$ cat src/rtl/alu_pkg.sv
// Shared definitions for the shared-ALU arbiter slice.
//   - ALU opcode and branch-op constants
//   - Default operand/tag widths and the request bundle type
//   - Output-slot state encoding
package alu_pkg;

  localparam int unsigned ALU_DATA_W = 64;
  localparam int unsigned ALU_TAG_W  = 4;

  localparam logic [3:0] ALU_AND = 4'b0000;
  localparam logic [3:0] ALU_OR  = 4'b0001;
  localparam logic [3:0] ALU_ADD = 4'b0010;
  localparam logic [3:0] ALU_SUB = 4'b0110;
  localparam logic [3:0] ALU_NOR = 4'b1100;

  localparam logic BR_BEQ = 1'b0;
  localparam logic BR_BLT = 1'b1;

  // Requester index: 0 = issue path, 1 = branch/address unit.
  typedef logic req_id_t;

  typedef struct packed {
    logic [ALU_DATA_W-1:0] a;
    logic [ALU_DATA_W-1:0] b;
    logic [3:0]            alu_op;
    logic                  br_op;
    logic [ALU_TAG_W-1:0]  tag;
  } alu_req_t;

  // Output register occupancy.
  typedef enum logic {StEmpty, StFull} out_state_e;

endpackage

$ cat src/rtl/alu_core.sv
// Purely combinational 64-bit ALU with branch compare.
// Ports:
//   a, b     : operands
//   alu_op   : AND/OR/ADD/SUB/NOR; any other code yields zero
//   br_op    : 0 = beq (result == 0), 1 = blt (unsigned a < b)
//   result   : ALU result
//   branch   : branch-taken flag
module alu_core
  import alu_pkg::*;
#(
  parameter int unsigned DATA_W = ALU_DATA_W
) (
  input  logic [DATA_W-1:0] a,
  input  logic [DATA_W-1:0] b,
  input  logic [3:0]        alu_op,
  input  logic              br_op,
  output logic [DATA_W-1:0] result,
  output logic              branch
);

  always_comb begin
    result = '0;
    case (alu_op)
      ALU_AND: result = a & b;
      ALU_OR:  result = a | b;
      ALU_ADD: result = a + b;
      ALU_SUB: result = a - b;
      ALU_NOR: result = ~(a | b);
      default: result = '0;
    endcase
  end

  // blt ignores the opcode entirely and compares the raw operands.
  always_comb begin
    branch = 1'b0;
    if (br_op == BR_BLT) begin
      branch = (a < b);
    end else begin
      branch = (result == '0);
    end
  end

endmodule

$ cat src/rtl/alu_share_arbiter.sv
// Round-robin arbiter sharing one alu_core between two requesters, with a
// single registered, backpressurable response slot tagged by requester id.
// Ports:
//   clk, rst_n            : clock, async active-low reset
//   reqN_valid/ready      : request handshake for port N (0, 1)
//   reqN_a/b/alu_op/br_op : operation for port N
//   reqN_tag              : opaque tag returned with the response
//   resp_valid/ready      : response handshake
//   resp_id/tag/result/branch : response contents
// Optional build macro ALU_ARB_STATS_EN adds per-port saturating grant
// counters (stat_grant0/1, CNT_W wide) and a synchronous clear (stat_clr).
module alu_share_arbiter
  import alu_pkg::*;
#(
  parameter int unsigned DATA_W = ALU_DATA_W,
  parameter int unsigned TAG_W  = ALU_TAG_W
`ifdef ALU_ARB_STATS_EN
  ,
  parameter int unsigned CNT_W  = 16
`endif
) (
  input  logic              clk,
  input  logic              rst_n,

  input  logic              req0_valid,
  output logic              req0_ready,
  input  logic [DATA_W-1:0] req0_a,
  input  logic [DATA_W-1:0] req0_b,
  input  logic [3:0]        req0_alu_op,
  input  logic              req0_br_op,
  input  logic [TAG_W-1:0]  req0_tag,

  input  logic              req1_valid,
  output logic              req1_ready,
  input  logic [DATA_W-1:0] req1_a,
  input  logic [DATA_W-1:0] req1_b,
  input  logic [3:0]        req1_alu_op,
  input  logic              req1_br_op,
  input  logic [TAG_W-1:0]  req1_tag,

  output logic              resp_valid,
  input  logic              resp_ready,
  output logic              resp_id,
  output logic [TAG_W-1:0]  resp_tag,
  output logic [DATA_W-1:0] resp_result,
  output logic              resp_branch
`ifdef ALU_ARB_STATS_EN
  ,
  input  logic              stat_clr,
  output logic [CNT_W-1:0]  stat_grant0,
  output logic [CNT_W-1:0]  stat_grant1
`endif
);

  out_state_e state_q, state_d;
  req_id_t    rr_ptr_q, rr_ptr_d;
  req_id_t    gnt_id;
  logic       slot_free;
  logic       xfer;

  logic [DATA_W-1:0] sel_a, sel_b;
  logic [3:0]        sel_alu_op;
  logic              sel_br_op;
  logic [TAG_W-1:0]  sel_tag;
  logic [DATA_W-1:0] alu_result;
  logic              alu_branch;

  logic              resp_id_q;
  logic [TAG_W-1:0]  resp_tag_q;
  logic [DATA_W-1:0] resp_result_q;
  logic              resp_branch_q;

  // The slot accepts a new op when empty or when its occupant leaves this cycle.
  assign slot_free = (state_q == StEmpty) || resp_ready;

  // A lone valid wins outright; on contention rr_ptr_q picks.
  always_comb begin
    gnt_id = rr_ptr_q;
    if (req0_valid && !req1_valid) begin
      gnt_id = 1'b0;
    end else if (!req0_valid && req1_valid) begin
      gnt_id = 1'b1;
    end
  end

  assign xfer       = (req0_valid || req1_valid) && slot_free;
  assign req0_ready = xfer && (gnt_id == 1'b0);
  assign req1_ready = xfer && (gnt_id == 1'b1);

  assign sel_a      = gnt_id ? req1_a      : req0_a;
  assign sel_b      = gnt_id ? req1_b      : req0_b;
  assign sel_alu_op = gnt_id ? req1_alu_op : req0_alu_op;
  assign sel_br_op  = gnt_id ? req1_br_op  : req0_br_op;
  assign sel_tag    = gnt_id ? req1_tag    : req0_tag;

  alu_core #(
    .DATA_W (DATA_W)
  ) u_alu_core (
    .a      (sel_a),
    .b      (sel_b),
    .alu_op (sel_alu_op),
    .br_op  (sel_br_op),
    .result (alu_result),
    .branch (alu_branch)
  );

  always_comb begin
    state_d  = state_q;
    rr_ptr_d = rr_ptr_q;
    unique case (state_q)
      StEmpty: if (xfer) state_d = StFull;
      StFull:  if (resp_ready && !xfer) state_d = StEmpty;
      default: state_d = StEmpty;
    endcase
    // Pointer moves only on a real transfer, to the port that lost.
    if (xfer) begin
      rr_ptr_d = ~gnt_id;
    end
  end

  always_ff @(posedge clk or negedge rst_n) begin
    if (!rst_n) begin
      state_q  <= StEmpty;
      rr_ptr_q <= 1'b0;
    end else begin
      state_q  <= state_d;
      rr_ptr_q <= rr_ptr_d;
    end
  end

  always_ff @(posedge clk or negedge rst_n) begin
    if (!rst_n) begin
      resp_id_q     <= 1'b0;
      resp_tag_q    <= '0;
      resp_result_q <= '0;
      resp_branch_q <= 1'b0;
    end else if (xfer) begin
      resp_id_q     <= gnt_id;
      resp_tag_q    <= sel_tag;
      resp_result_q <= alu_result;
      resp_branch_q <= alu_branch;
    end
  end

  assign resp_valid  = (state_q == StFull);
  assign resp_id     = resp_id_q;
  assign resp_tag    = resp_tag_q;
  assign resp_result = resp_result_q;
  assign resp_branch = resp_branch_q;

`ifdef ALU_ARB_STATS_EN
  logic [CNT_W-1:0] grant0_q, grant0_d;
  logic [CNT_W-1:0] grant1_q, grant1_d;

  // Clear wins over a same-cycle increment; counters stick at all-ones.
  always_comb begin
    grant0_d = grant0_q;
    grant1_d = grant1_q;
    if (stat_clr) begin
      grant0_d = '0;
      grant1_d = '0;
    end else begin
      if (req0_ready && req0_valid && (grant0_q != '1)) grant0_d = grant0_q + 1'b1;
      if (req1_ready && req1_valid && (grant1_q != '1)) grant1_d = grant1_q + 1'b1;
    end
  end

  always_ff @(posedge clk or negedge rst_n) begin
    if (!rst_n) begin
      grant0_q <= '0;
      grant1_q <= '0;
    end else begin
      grant0_q <= grant0_d;
      grant1_q <= grant1_d;
    end
  end

  assign stat_grant0 = grant0_q;
  assign stat_grant1 = grant1_q;
`endif

endmodule

$ cat config.mk
export PLATFORM = sky130hd
export DESIGN_NAME = alu_share_arbiter
export DESIGN_NICKNAME = d
export VERILOG_FILES = /design/src/rtl/alu_pkg.sv /design/src/rtl/alu_core.sv /design/src/rtl/alu_share_arbiter.sv
export SDC_FILE = /design/constraint.sdc
export NUM_CORES = 1
export LEC_CHECK = 0
export CAP_MARGIN = 15
export CORE_ASPECT_RATIO = 1.5
export CORE_UTILIZATION = 49
export DETAILED_ROUTE_END_ITERATION = 12
export PLACE_DENSITY = 0.87
export SLEW_MARGIN = 5
export SYNTH_ARGS = -nofsm -noshare
export SYNTH_HDL_FRONTEND = slang
export SYNTH_SLANG_ARGS = --single-unit
$ cat constraint.sdc
create_clock -name clk -period 5.3 [get_ports clk]
set_clock_uncertainty 0.1 [all_clocks]
set_input_delay 0.53 -clock clk [delete_from_list [all_inputs] [get_ports clk]]
set_output_delay 0.53 -clock clk [all_outputs]
set_load 0.05 [all_outputs]
==> results of run 1 <==
synth_stat cells, types with 10 or more instances:
| master | number |
|---|---|
| sky130_fd_sc_hd__a22oi_1 | 24 |
| sky130_fd_sc_hd__inv_1 | 196 |
| sky130_fd_sc_hd__clkbuf_1 | 110 |
| sky130_fd_sc_hd__nor2_1 | 190 |
| sky130_fd_sc_hd__a21oi_1 | 205 |
| sky130_fd_sc_hd__a221oi_1 | 34 |
| sky130_fd_sc_hd__a21o_1 | 26 |
| sky130_fd_sc_hd__xnor2_1 | 40 |
| sky130_fd_sc_hd__and3_1 | 18 |
| sky130_fd_sc_hd__ha_1 | 204 |
| sky130_fd_sc_hd__a211oi_1 | 23 |
| sky130_fd_sc_hd__nor4_1 | 43 |
| sky130_fd_sc_hd__o31ai_1 | 47 |
| sky130_fd_sc_hd__o21ai_0 | 170 |
| sky130_fd_sc_hd__nor3_1 | 58 |
| sky130_fd_sc_hd__buf_1 | 21 |
| sky130_fd_sc_hd__dfrtp_1 | 72 |
| sky130_fd_sc_hd__o2111ai_1 | 10 |
| sky130_fd_sc_hd__a221o_1 | 19 |
| sky130_fd_sc_hd__nor2b_1 | 20 |
| sky130_fd_sc_hd__nand2b_1 | 11 |
| sky130_fd_sc_hd__o21a_1 | 20 |
| sky130_fd_sc_hd__o211ai_1 | 32 |
| sky130_fd_sc_hd__a31oi_1 | 19 |
| sky130_fd_sc_hd__o22ai_1 | 16 |
| sky130_fd_sc_hd__nand3_1 | 40 |
| sky130_fd_sc_hd__o21bai_1 | 12 |
| sky130_fd_sc_hd__nand4_1 | 46 |
| sky130_fd_sc_hd__buf_2 | 12 |
| sky130_fd_sc_hd__mux2i_1 | 58 |
| sky130_fd_sc_hd__nand2_1 | 528 |
logic make-up after synthesis:
kind of cell	Yosys count	share of synthesized area [%]
adder cells (fa/ha/maj)	206	15.95
buffers and inverters	347	8.267
flip-flops	72	11.08
XOR/XNOR	43	2.317
AND/OR/NAND/NOR	1004	27.31
multiplexers	65	4.141
AO/OA/AOI/OAI	766	30.93
routing by layer:
layer	overflow	track usage (%)
met5	4	39.55
met4	288	83.32
met3	21	59.43
met2	682	99.24
met1	17	74.61
stage by stage:
| stage | TNS [ps] | instances |
|---|---|---|
| after CTS | -94.24 | 3890 |
| after detailed placement | -11910 | 3854 |
| after global placement | -5526 | 3854 |
| after floorplan | 0 | 2503 |
timing repair:
| action | in CTS |
|---|---|
| gates resized for setup | 128 |
| setup buffers | 19 |
| endpoints found under the setup margin | 20 |
| cloned | 1 |
| pin swaps | 23 |
==> metrics.csv, run 1 <==
stage,metric,value,unit
global_route,global route total overflow,1012,
floorplanning,IO Count,352,
synthesis,share of async-settable or async-resettable flops after synthesis,100.0,%
floorplanning,initial core utilization,49.81,%
cts,clock net sink count,72,
synthesis,mapped cell area,16250,um2
cts,clock root buffer master,sky130_fd_sc_hd__clkbuf_16,
synthesis,"top cells by area, synth","sky130_fd_sc_hd__ha_1 16%, sky130_fd_sc_hd__nand2_1 12%, sky130_fd_sc_hd__dfrtp_1 11%, sky130_fd_sc_hd__a21oi_1 6.3%, sky130_fd_sc_hd__o21ai_0 5.2%",
cts,Num CTS Buffers,9,
synthesis,Yosys reg bits,72,
cts,"buffers from clock root to sink, at most",2,
synthesis,most area-hungry cell type in the Yosys netlist,sky130_fd_sc_hd__ha_1,
synthesis,portion of the post-synthesis area used by sequential elements,11.08,%
cts,CTS H-tree lvls,3,
placement,Final Wtd Congestion,1.361,
placement,post-detailed-placement half-perimeter wirelength,72960,um
global_route,overall routing resource usage,78.65,%
synthesis,"Warnings, synthesis",0,
global_route,via count of the first global-routing pass,32510,
run_status,run status,stopped before the end,
synthesis,top-area cell type share of the netlist area,15.70,%
floorplanning,Die H,225.1,um
floorplanning,number of standard-cell rows in the floorplan,81,
run_status,Failed at,5_1_grt,
synthesis,"Distinct cells, synth",90,
synthesis,number of flops mapped to enable cells by yosys,0,
placement,Setup WS pre-CTS,-1134,ps
global_route,global-route wire length before repair,202600,um
synthesis,syn_nets,2988,
floorplanning,Chip Width,150.7,um
synthesis,top flip-flop cell by instance count after synthesis,sky130_fd_sc_hd__dfrtp_1,
synthesis,mean post-synth cell area,6.494,um2
placement,count of buffers inserted at the top-level ports,351,
run_status,run-stopping error,[ERROR GRT-0116] Global routing finished with congestion. Check the congestion regions in the DRC Viewer.,
placement,placed instance area,25290,um2
global_route,largest net degree at the start of global routing,105,
synthesis,number of standard cells after synthesis,2503,
cts,cts-stage hold buffer count,0,
==> run 2, diff against run 1 <==
CORE_ASPECT_RATIO = not set   (was 1.5)
CORE_UTILIZATION = 40   (was 49)
PLACE_DENSITY = not set   (was 0.87)
PLACE_DENSITY_LB_ADDON = 0.15   (was not set)
clock period = 6.89 ns   (was 5.3 ns; I/O delays follow)
==> metrics.csv, run 2 <==
stage,metric,value,unit,change
critical_path,cells on worst reg2reg path,23,,
critical_path,Reg2Reg Setup Slack,560,ps,
synthesis,share of async-settable or async-resettable flops after synthesis,100.0,%,unchanged
final_layout,fraction of final layout cells sized beyond drive strength 1,11.54,%,
pwr,sequential share of power,10.7,%,
timing,count of final max-slew check failures,0,,
final_layout,number of nets in the layout,3488,,
synthesis,mapped cell area,16250,um2,unchanged
final_layout,number of flip-flops in the largest register,64,,
floorplanning,core region area,39910,um2,
pwr,"sum of internal, switching and leakage power",5.503,mW,
detailed_routing,post-detailed-route count of antenna-violating nets,0,,
placement,placed instance area,22190,um2,was 25290 um2
placement,post-detailed-placement half-perimeter wirelength,71700,um,was 72960 um
timing,Total Negative Setup Slacks,0,ps,
synthesis,number of standard cells after synthesis,2503,,unchanged
timing,Slew @ Worst Pin,1056,ps,
synthesis,most numerous cell in the Yosys netlist,sky130_fd_sc_hd__nand2_1,,unchanged
floorplanning,initial core utilization,40.72,%,was 49.81%
global_route,largest net degree at the start of global routing,73,,
critical_path,peak fanout along the critical path,19,,
detailed_routing,Routed WL,87580,um,
cts,clock net sink count,72,,unchanged
synthesis,mean post-synth cell area,6.494,um2,unchanged
final_layout,most used cells in the layout excluding fill and tap cells,"528 x sky130_fd_sc_hd__nand2_1, 350 x sky130_fd_sc_hd__clkdlybuf4s50_1, 279 x sky130_fd_sc_hd__buf_4",,
timing,Tmin final,6627,ps,
final_layout,number of inserted diodes,0,,
floorplanning,Die H,203.6,um,was 225.1 um
critical_path,Setup crit start,req0_valid,,
cts,"Clk Latency, worst-skew pair",380,ps,
timing,portion of the clock cycle consumed by the worst path in the final layout,96.19,%,
floorplanning,number of standard-cell rows in the floorplan,73,,was 81
critical_path,critical path endpoint,resp_branch$_DFFE_PN0P_,,
worst_hold_path,class of the most critical hold timing path,in -> async,,
synthesis,"Distinct cells, synth",90,,unchanged
synthesis,most area-hungry cell type in the Yosys netlist,sky130_fd_sc_hd__ha_1,,unchanged
pwr,Switching Fraction,56.26,%,
timing,Final Hold Vio Count,0,,
timing,highest attainable clock frequency,150.9,MHz,
synthesis,number of flops mapped to enable cells by yosys,0,,unchanged
floorplanning,die footprint,41450,um2,
global_route,via count of the first global-routing pass,21350,,
timing,final worst hold slack,373.1,ps,
pwr,pwr/cell area,244.5,nW/um2,
critical_path,WS Path Type,in -> reg,,
critical_path,critical register-to-register path startpoint,rr_ptr_q$_DFFE_PN0P_,,
timing,relative slew slack,29.46,%,
pwr,Int Pwr,2.407,mW,
final_layout,most common library cell in the layout ignoring fill and taps,sky130_fd_sc_hd__nand2_1,,
critical_path,critical path startpoint category,input pin,,
placement,Placed Cells incl. Taps,3517,,was 3854
cts,clock tree from TritonCTS,done,,
synthesis,most frequent cells after synthesis,"528 x sky130_fd_sc_hd__nand2_1, 205 x sky130_fd_sc_hd__a21oi_1, 204 x sky130_fd_sc_hd__ha_1",,unchanged
detailed_routing,residual DRC count,0,,
synthesis,Yosys reg bits,72,,unchanged
pwr,total leakage power,10.43,nW,
synthesis,portion of the post-synthesis area used by sequential elements,11.08,%,unchanged
run_status,run status,"finished, final reports clean",,was stopped before the end
pwr,net switching component of the power,3.096,mW,
critical_path,endpoint of the worst register-to-register path,resp_branch$_DFFE_PN0P_,,
floorplanning,IO Count,352,,unchanged
cts,clock edge transition at the registers on the reported setup and hold paths,80,ps,
placement,Final Wtd Congestion,1.053,,was 1.361
pwr,combinational fraction of design power,80.4,%,
cts,clock root buffer master,sky130_fd_sc_hd__clkbuf_16,,unchanged
global_route,global route total overflow,0,,
final_layout,Area Growth Syn to Fin,38.50,%,
pwr,fraction of power consumed by the clock network,9.0,%,
detailed_routing,vias per cell,6.150,,
synthesis,"top cells by area, synth","sky130_fd_sc_hd__ha_1 16%, sky130_fd_sc_hd__nand2_1 12%, sky130_fd_sc_hd__dfrtp_1 11%, sky130_fd_sc_hd__a21oi_1 6.3%, sky130_fd_sc_hd__o21ai_0 5.2%",,unchanged
cts,"buffers from clock root to sink, at most",2,,unchanged
final_layout,filler-free cell count of the finished design,3533,,
global_route,number of antenna violations at the first check in global routing,1,,
detailed_routing,count of routing violations after the opening detailed-route iteration,2320,,
timing,setup violators final,0,,
synthesis,top-area cell type share of the netlist area,15.70,%,unchanged
cts,CTS H-tree lvls,3,,unchanged
pwr,Max VDD drop,116.8,uV,
synthesis,syn_nets,2988,,unchanged
critical_path,data arrival at the endpoint of the critical path,6840,ps,
floorplanning,Chip Width,203.6,um,was 150.7 um
timing,RSZ-0062 raised after global routing,false,,
detailed_routing,number of iterations in the first detailed-routing pass,7,,
synthesis,top flip-flop cell by instance count after synthesis,sky130_fd_sc_hd__dfrtp_1,,unchanged
global_route,overall routing resource usage,41.28,%,
synthesis,"Warnings, synthesis",0,,unchanged
job,max-cap violations,0,,
critical_path,Critical Path RT,7100,ps,
critical_path,endpoint kind of the worst setup timing path,flip-flop,,
final_layout,"Non-Filler Cell Area, Final",22510,um2,
detailed_routing,mean routed wirelength per cell,24.79,um,
detailed_routing,via count,21730,,
cts,Num CTS Buffers,9,,unchanged
global_route,global-route wire length before repair,128700,um,
placement,count of buffers inserted at the top-level ports,351,,unchanged
[run 2: area by class of cell]
class / count / area (um2)
clock buffers: 10 / 229.0
repair buffers: 639 / 5798
inverters: 197 / 739.5
well taps: 525 / 656.9
flip-flops and latches: 72 / 1802
clock inverters: 6 / 43.79
fillers: 3889 / 17400
multi-input cells: 2084 / 13240
[run 2: through the flow]
stage / worst slack, ps / utilization, %
3_3_place_gp: -406.1 / 55.59
6_report: 262.5 / 56.40
5_1_grt: 58.83 / 56.40
2_1_floorplan: 1059 / -
4_1_cts: 54.75 / 56.28
3_5_place_dp: -329.7 / 55.59
[run 2: per-layer routing]
metal | routed length [um] | global-route usage, % | part of all wire, %
met1 | 33660 | 47.94 | 38
met2 | 41000 | 69.82 | 47
met3 | 7108 | 7.814 | 8.1
met4 | 5804 | 25.70 | 6.6
met5 | 12 | 0 | 0.014
[run 2: worst min path at each step]
stage                                 from                     endpoint  slack, ps  cells after the start
2_1_floorplan                        rst_n      resp_branch$_DFFE_PN0P_        290                      0
3_3_place_gp   resp_result[61]$_DFFE_PN0P_  resp_result[61]$_DFFE_PN0P_        350                      2
3_5_place_dp   resp_result[61]$_DFFE_PN0P_  resp_result[61]$_DFFE_PN0P_        360                      2
4_1_cts        resp_result[61]$_DFFE_PN0P_  resp_result[61]$_DFFE_PN0P_        370                      2
5_1_grt        resp_result[27]$_DFFE_PN0P_  resp_result[27]$_DFFE_PN0P_        400                      2
6_report                             rst_n      resp_tag[2]$_DFFE_PN0P_        370                      1
[run 2: power groups by stage]
stage / clock (mW) / combinational (mW) / sequential, mW
6_report: 0.495 / 4.42 / 0.586
5_1_grt: 0.515 / 4.66 / 0.597
4_1_cts: 0.496 / 4.29 / 0.586
3_5_place_dp: 0 / 4.27 / 0.594
3_3_place_gp: 0 / 4.25 / 0.587
2_1_floorplan: 0 / 2.08 / 0.925
[run 2: kinds of logic (layout without fill, tap and decap cells)]
logic type | count (synthesis) | after routing | synth area share [%]
and+or+nand+nor | 1004 | 1004 | 27.31
AOI/OAI and AO/OA | 766 | 766 | 30.93
muxes | 65 | 65 | 4.141
xor gates and xnor gates | 43 | 43 | 2.317
buffers and inverters | 347 | 852 | 8.267
DFF | 72 | 72 | 11.08
adders and majority gates | 206 | 206 | 15.95
[run 2: worst max-delay path: stages]
cell,delay (ps)
sky130_fd_sc_hd__clkdlybuf4s50_1,540
sky130_fd_sc_hd__nand2b_2,140
sky130_fd_sc_hd__a21oi_4,280
sky130_fd_sc_hd__buf_12,210
sky130_fd_sc_hd__buf_4,220
sky130_fd_sc_hd__mux2i_1,250
sky130_fd_sc_hd__inv_1,100
sky130_fd_sc_hd__ha_1,420
sky130_fd_sc_hd__buf_4,210
sky130_fd_sc_hd__a21oi_1,210
sky130_fd_sc_hd__o21ai_0,160
sky130_fd_sc_hd__a21oi_1,220
sky130_fd_sc_hd__a311oi_1,180
sky130_fd_sc_hd__buf_4,170
sky130_fd_sc_hd__nor3_1,520
sky130_fd_sc_hd__o21ai_0,310
sky130_fd_sc_hd__o21ai_0,250
sky130_fd_sc_hd__xnor2_1,140
sky130_fd_sc_hd__o21ai_0,260
sky130_fd_sc_hd__or4_1,600
sky130_fd_sc_hd__nor4_2,230
sky130_fd_sc_hd__buf_4,150
sky130_fd_sc_hd__nand4_1,120
sky130_fd_sc_hd__o31ai_2,220
[run 2: repair_timing]
| action | in CTS | in global routing |
|---|---|---|
| resized for setup | 0 | 9 |
| hold buffers | 0 | 0 |
| endpoints found under the setup margin | 0 | 1 |
| setup buffers | 0 | 0 |
Note: power is estimated with default switching activity, not from simulation.
